===== config.mk =====
export PLATFORM = sky130hd
export DESIGN_NAME = jt49_bus_if
export DESIGN_NICKNAME = d
export VERILOG_FILES = /design/src/rtl/jt49_pkg.sv /design/src/rtl/jt49_bus_sync.sv /design/src/rtl/jt49_bus_if.sv
export SDC_FILE = /design/constraint.sdc
export NUM_CORES = 1
export LEC_CHECK = 0
export BUFFER_PORTS_ARGS = -buffer_cell sky130_fd_sc_hd__buf_2
export CORE_UTILIZATION = 54
export DETAILED_ROUTE_END_ITERATION = 7
export GPL_ROUTABILITY_DRIVEN = 0
export PLACE_DENSITY = 0.76
export SLEW_MARGIN = 25
export SYNTH_ARGS = -nofsm -noshare
export SYNTH_HDL_FRONTEND = slang
export SYNTH_SLANG_ARGS = --single-unit

===== constraint.sdc =====
create_clock -name clk -period 2.2 [get_ports clk]
set_clock_uncertainty 0.05 [all_clocks]
set_input_delay 0.22 -clock clk [delete_from_list [all_inputs] [get_ports clk]]
set_output_delay 0.22 -clock clk [all_outputs]
set_load 0.02 [all_outputs]

===== src/rtl/jt49_pkg.sv =====
// jt49_pkg: shared bus-mode codes, FSM states, register indices and write-mask table
// for the AY-3-8910 CPU bus responder.
package jt49_pkg;
  localparam logic [2:0] BUS_READ  = 3'b011;
  localparam logic [2:0] BUS_WRITE = 3'b110;
  localparam logic [1:0] ST_IDLE  = 2'd0;
  localparam logic [1:0] ST_LATCH = 2'd1;
  localparam logic [1:0] ST_READ  = 2'd2;
  localparam logic [1:0] ST_WRITE = 2'd3;
  localparam logic [3:0] R_MIXER     = 4'd7;
  localparam logic [3:0] R_ENV_SHAPE = 4'd13;
  localparam logic [3:0] R_IOA       = 4'd14;
  localparam logic [3:0] R_IOB       = 4'd15;

  // 001, 100 and 111 all mean "latch address"; the remaining unlisted codes are idle
  function automatic logic [1:0] bus_decode(input logic [2:0] m);
    return m == BUS_READ ? ST_READ :
           m == BUS_WRITE ? ST_WRITE :
           m inside {3'b001, 3'b100, 3'b111} ? ST_LATCH : ST_IDLE;
  endfunction

  function automatic logic [7:0] reg_mask(input logic [3:0] a);
    return a inside {4'd1, 4'd3, 4'd5, 4'd13} ? 8'h0F :
           a inside {4'd6, 4'd8, 4'd9, 4'd10} ? 8'h1F : 8'hFF;
  endfunction
endpackage


===== src/rtl/jt49_bus_sync.sv =====
// jt49_bus_sync: STAGES-deep per-bit synchroniser; STAGES=0 passes inputs straight through.
module jt49_bus_sync #(
  parameter int STAGES = 2,
  parameter int W      = 11
) (
  input  logic         clk,
  input  logic         rst_n,
  input  logic [W-1:0] d,
  output logic [W-1:0] q
);
  if (STAGES == 0) begin : g_bypass
    assign q = d;
  end else begin : g_sync
    logic [W-1:0] sync_q [STAGES];
    logic [W-1:0] sync_d [STAGES];
    always_comb begin
      sync_d[0] = d;
      for (int i = 1; i < STAGES; i++) sync_d[i] = sync_q[i-1];
    end
    always_ff @(posedge clk or negedge rst_n)
      if (!rst_n) sync_q <= '{default: '0};
      else        sync_q <= sync_d;
    assign q = sync_q[STAGES-1];
  end
endmodule


===== src/rtl/jt49_bus_if.sv =====
// jt49_bus_if: AY-3-8910 BDIR/BC2/BC1 bus responder producing jt49 register writes,
// a masked shadow register file for read-back, and the two I/O port outputs.
module jt49_bus_if
  import jt49_pkg::*;
#(
  parameter int         SYNC_STAGES = 2,
  parameter logic [3:0] CHIP_SEL    = 4'h0
) (
  input  logic       clk,
  input  logic       rst_n,
  input  logic       bdir,
  input  logic       bc2,
  input  logic       bc1,
  input  logic [7:0] cpu_din,
  output logic [7:0] cpu_dout,
  output logic       cpu_doe,
  output logic [3:0] core_addr,
  output logic [7:0] core_din,
  output logic       core_wr_n,
  output logic       eg_restart,
  input  logic [7:0] ioa_in,
  input  logic [7:0] iob_in,
  output logic [7:0] ioa_out,
  output logic [7:0] iob_out,
  output logic       ioa_oe,
  output logic       iob_oe
);
  logic [10:0] sync_s;
  logic [1:0]  mode, state_q, state_d;
  logic [3:0]  addr_q, addr_d, core_addr_q, core_addr_d;
  logic        sel_q, sel_d, wr_n_q, wr_n_d, eg_q, eg_d, doe_q, doe_d, do_wr, rd_en;
  logic [7:0]  wdata_q, wdata_d, core_din_q, core_din_d, dout_q, dout_d, rd_val;
  logic [7:0]  shadow_q [16];
  logic [7:0]  shadow_d [16];

  jt49_bus_sync #(.STAGES(SYNC_STAGES), .W(11)) u_sync (
    .clk   (clk),
    .rst_n (rst_n),
    .d     ({bdir, bc2, bc1, cpu_din}),
    .q     (sync_s)
  );

  assign mode = bus_decode(sync_s[10:8]);

  always_comb begin
    state_d     = mode;
    addr_d      = mode == ST_LATCH ? sync_s[3:0] : addr_q;
    sel_d       = mode == ST_LATCH ? sync_s[7:4] == CHIP_SEL : sel_q;
    wdata_d     = mode == ST_WRITE ? sync_s[7:0] : wdata_q;
    // commit happens on the clock the bus leaves WRITE, using the address latched before it
    do_wr       = state_q == ST_WRITE && mode != ST_WRITE && sel_q;
    wr_n_d      = !do_wr;
    eg_d        = do_wr && addr_q == R_ENV_SHAPE;
    core_addr_d = do_wr ? addr_q : core_addr_q;
    core_din_d  = do_wr ? wdata_q : core_din_q;
    shadow_d    = shadow_q;
    if (do_wr) shadow_d[addr_q] = wdata_q & reg_mask(addr_q);
    rd_en       = state_q == ST_READ && sel_q;
    rd_val      = addr_q == R_IOA && !shadow_q[R_MIXER][6] ? ioa_in :
                  addr_q == R_IOB && !shadow_q[R_MIXER][7] ? iob_in : shadow_q[addr_q];
    doe_d       = rd_en;
    dout_d      = rd_en ? rd_val : dout_q;
  end

  always_ff @(posedge clk or negedge rst_n)
    if (!rst_n) begin
      state_q     <= ST_IDLE;
      addr_q      <= '0;
      sel_q       <= 1'b0;
      wdata_q     <= '0;
      wr_n_q      <= 1'b1;
      eg_q        <= 1'b0;
      core_addr_q <= '0;
      core_din_q  <= '0;
      shadow_q    <= '{default: '0};
      doe_q       <= 1'b0;
      dout_q      <= '0;
    end else begin
      state_q     <= state_d;
      addr_q      <= addr_d;
      sel_q       <= sel_d;
      wdata_q     <= wdata_d;
      wr_n_q      <= wr_n_d;
      eg_q        <= eg_d;
      core_addr_q <= core_addr_d;
      core_din_q  <= core_din_d;
      shadow_q    <= shadow_d;
      doe_q       <= doe_d;
      dout_q      <= dout_d;
    end

  assign core_wr_n  = wr_n_q;
  assign eg_restart = eg_q;
  assign core_addr  = core_addr_q;
  assign core_din   = core_din_q;
  assign cpu_doe    = doe_q;
  assign cpu_dout   = dout_q;
  assign ioa_out    = shadow_q[R_IOA];
  assign iob_out    = shadow_q[R_IOB];
  assign ioa_oe     = shadow_q[R_MIXER][6];
  assign iob_oe     = shadow_q[R_MIXER][7];
endmodule


==> reports/results.ini <==
[placed_design]
dp_slack_ns = 0.0432
hpwl_microns = 13100
placed_area_sq_um = 8760
dp_cells = 847
io_buffers = 69

[timing]
worst_slack_ns = 0.0669
setup_tns_ns = 0
max_freq_mhz = 469
setup_viol = 0
tightest_slew_ns = 0.760
relSlewSlack = 0.493
period_share = 0.970
hold_violations = 0
slew_viol_final = 0
fin_crit_ns = 2.13

[die]
coreArea_sq_um = 14600
num_io_pins = 70
fp.dieArea_sq_um = 15500
rows = 44
die_x_microns = 124
die_height_microns = 124
start_util = 0.554

[synthesis]
syn_inst = 598
synth.avg_cell_area_sq_um = 13.5
ys.flop_type = dfrtp_1
synth-async-reset-ratio = 1.00
yosys_warnings = 0
synth_edf_count = 0
synth-seq-cells = 188
synth.distinct_cells = 50
netlist_area_sq_um = 8090
synth_nets = 627
ys_seq_area_frac = 0.582

[grt]
met2_usage = 0.407
met1_usage = 0.340
overflow = 0
gr-usage-all-layers = 0.259
antenna_found_initial = 0
grt_pass1_vias = 5486
grt_pass1_wl_microns = 30300
grt_busiest_layer = met2
met3_usage = 0.0683
grt_start_max_net_pins = 53

[clocking]
cts_buffers = 17
root_buffer = clkbuf_16
post_cts.repair.setup_buffers = 0
cts_max_level = 4
clkTransAtPathRegs_ns = 0.07
clock_path_buffers = 2
clock-sinks = 188
clock_latency_ns = 0.42
cts_tree = done

[detailed_routing]
vias_per_cell = 5.80
vias = 5170
ant_nets = 0
wl_microns = 18800
wl_per_cell_microns = 21.1
drt_iter0_drc = 294
drc = 0
dr.pass1.iters = 4

[setup_path]
cp.arrival_ns = 2.40
critPathMaxStageDelay_ns = 0.42
slowest_stage = dfrtp_1
crit_path_max_fanout = 7
critPathKind = reg2reg
cp_common_cell = buf_4
rrSetupSlack_ns = 0.07
cp-start-kind = flop
critPathRequiredTime_ns = 2.46
path_cells = nand3b_4, and4_1, buf_4, nand2_1, nor2_2, buf_4, mux2_2
critPathCaptureType = flop

[layout]
final_cell_count_no_fill = 892
n_antenna_cell = 0
finalNetCount = 724
nFillCells = 1037
drive_above_1_share = 0.415
final_cell_area_sq_um = 9520
area_growth_syn_to_layout_pct = 17.7

[pwr]
powerDensity_nw_per_um2 = 950
peakVddDrop_mv = 0.587
fin_total_pwr_mw = 9.05
leakagePower_nw = 4.63

[outcome]
status = completed

[min_path]
hp-class = in2reg

[flow_run]
maxCapViolations = 0

==> final timing paths <==
check / end / cells past startpoint / from
worst max-delay path: shadow_q[37] / 7 / u_sync.q[8]
worst min-delay path: cpu_dout[4] / 3 / ioa_in[4]
worst max register to register: shadow_q[37] / 7 / u_sync.q[8]
worst min register to register: u_sync.q[4] / 0 / u_sync.g_sync.sync_d[4]
max in group asynchronous: ioa_out[3] / 3 / rst_n
min in group asynchronous: shadow_q[55] / 2 / rst_n
==> layout by cell type, fill, tap and decap left out, drive strengths merged, types with 4 or more instances in the layout <==
master,synthesis,layout
a2111oi,4,4
a211oi,8,8
a21oi,5,5
and2,4,4
buf,31,112
clkbuf,16,19
clkinv,1,9
dfrtp,187,187
dlygate4sd3,0,13
inv,5,5
mux2,106,106
mux2i,16,16
mux4,22,22
nand2,60,60
nand2b,5,5
nand3,5,5
nor2,17,17
nor2b,38,38
nor3,9,9
o21ai,20,20
o22ai,5,5
or3,5,5
==> power by group <==
part           internal [mW]  leakage [nW]  switching [mW]
registers               3.90          2.49           0.366
logic                  0.761          1.86            1.01
clock network           1.71         0.279            1.31
total                   6.37          4.63            2.68
==> flip-flops by register name (all words and copies together) (netlist names) <==
signal,count
state_q,2
sel_q,1
shadow_q,110
core_din,8
u_sync.g_sync.sync_d,11
iob_out,8
core_wr_n,1
u_sync.q,11
cpu_dout,8
core_addr,4
wdata_q,8
eg_restart,1
iob_oe,1
addr_q,4
ioa_oe,1
ioa_out,8
cpu_doe,1
==> worst max-delay path: cells and delay by family, from the launching register on <==
family                 cells  cell delay (ns)
AND/OR/NAND/NOR            4             0.83
flip-flops                 1             0.42
buffers and inverters      2             0.39
multiplexers               1             0.35
==> synthesized netlist by cell type, drive strengths merged, types with 2 or more instances <==
master / count / area, sq um
o2111ai: 3 / 26.3
or3: 5 / 31.3
nand3: 5 / 25.0
or4: 2 / 18.8
a21oi: 5 / 25.0
a211oi: 8 / 60.1
dfrtp: 187 / 4680
nor2b: 38 / 238
nor2: 17 / 71.3
mux2i: 16 / 160
o211ai: 3 / 22.5
o21ai: 20 / 100
clkbuf: 16 / 60.1
mux4: 22 / 495
buf: 31 / 209
a2bb2oi: 3 / 26.3
inv: 5 / 21.3
nand2b: 5 / 31.3
a2111oi: 4 / 35.0
a21boi: 3 / 22.5
and2: 4 / 25.0
nand2: 60 / 225
nor3: 9 / 70.1
mux2: 106 / 1210
o22ai: 5 / 31.3
==> through the flow <==
step	utilization	hold WS, ns
5_1_grt	0.653	0.0147
3_5_place_dp	0.601	0.154
4_1_cts	0.650	0.00605
3_3_place_gp	0.601	0.154
2_1_floorplan	-	-0.126
6_report	0.653	0.0215
==> cells by family (layout without fill, tap and decap cells) <==
group,Yosys count,after routing,synth area share
flops,188,188,0.582
compound gates,60,60,0.0497
xor+xnor,2,2,0.00217
mux,144,144,0.230
buf+inv,53,163,0.0363
simple gates,151,151,0.0996
==> routing by layer <==
metal	wire length [microns]	up-vias
met5	0	-
met4	662	0
met3	1170	45
met2	9270	172
met1	7710	2656
li1	-	2297
==> final cells by class <==
class,count,area [sq um],area share
multi-input cells,357,3130,0.329
inverters,6,25.0,0.00263
well taps,184,230,0.0242
flip-flops and latches,188,4710,0.494
clock inverters,13,145,0.0152
repair buffers,125,842,0.0884
clock buffers,19,443,0.0465
==> timing repair <==
item	4_1_cts	5_1_grt
endpoints found under the hold margin	57	0
hold buffers	13	0
gates resized for setup	1	8
setup endpoints to repair	1	32
Note: power is estimated with default switching activity, not from simulation.
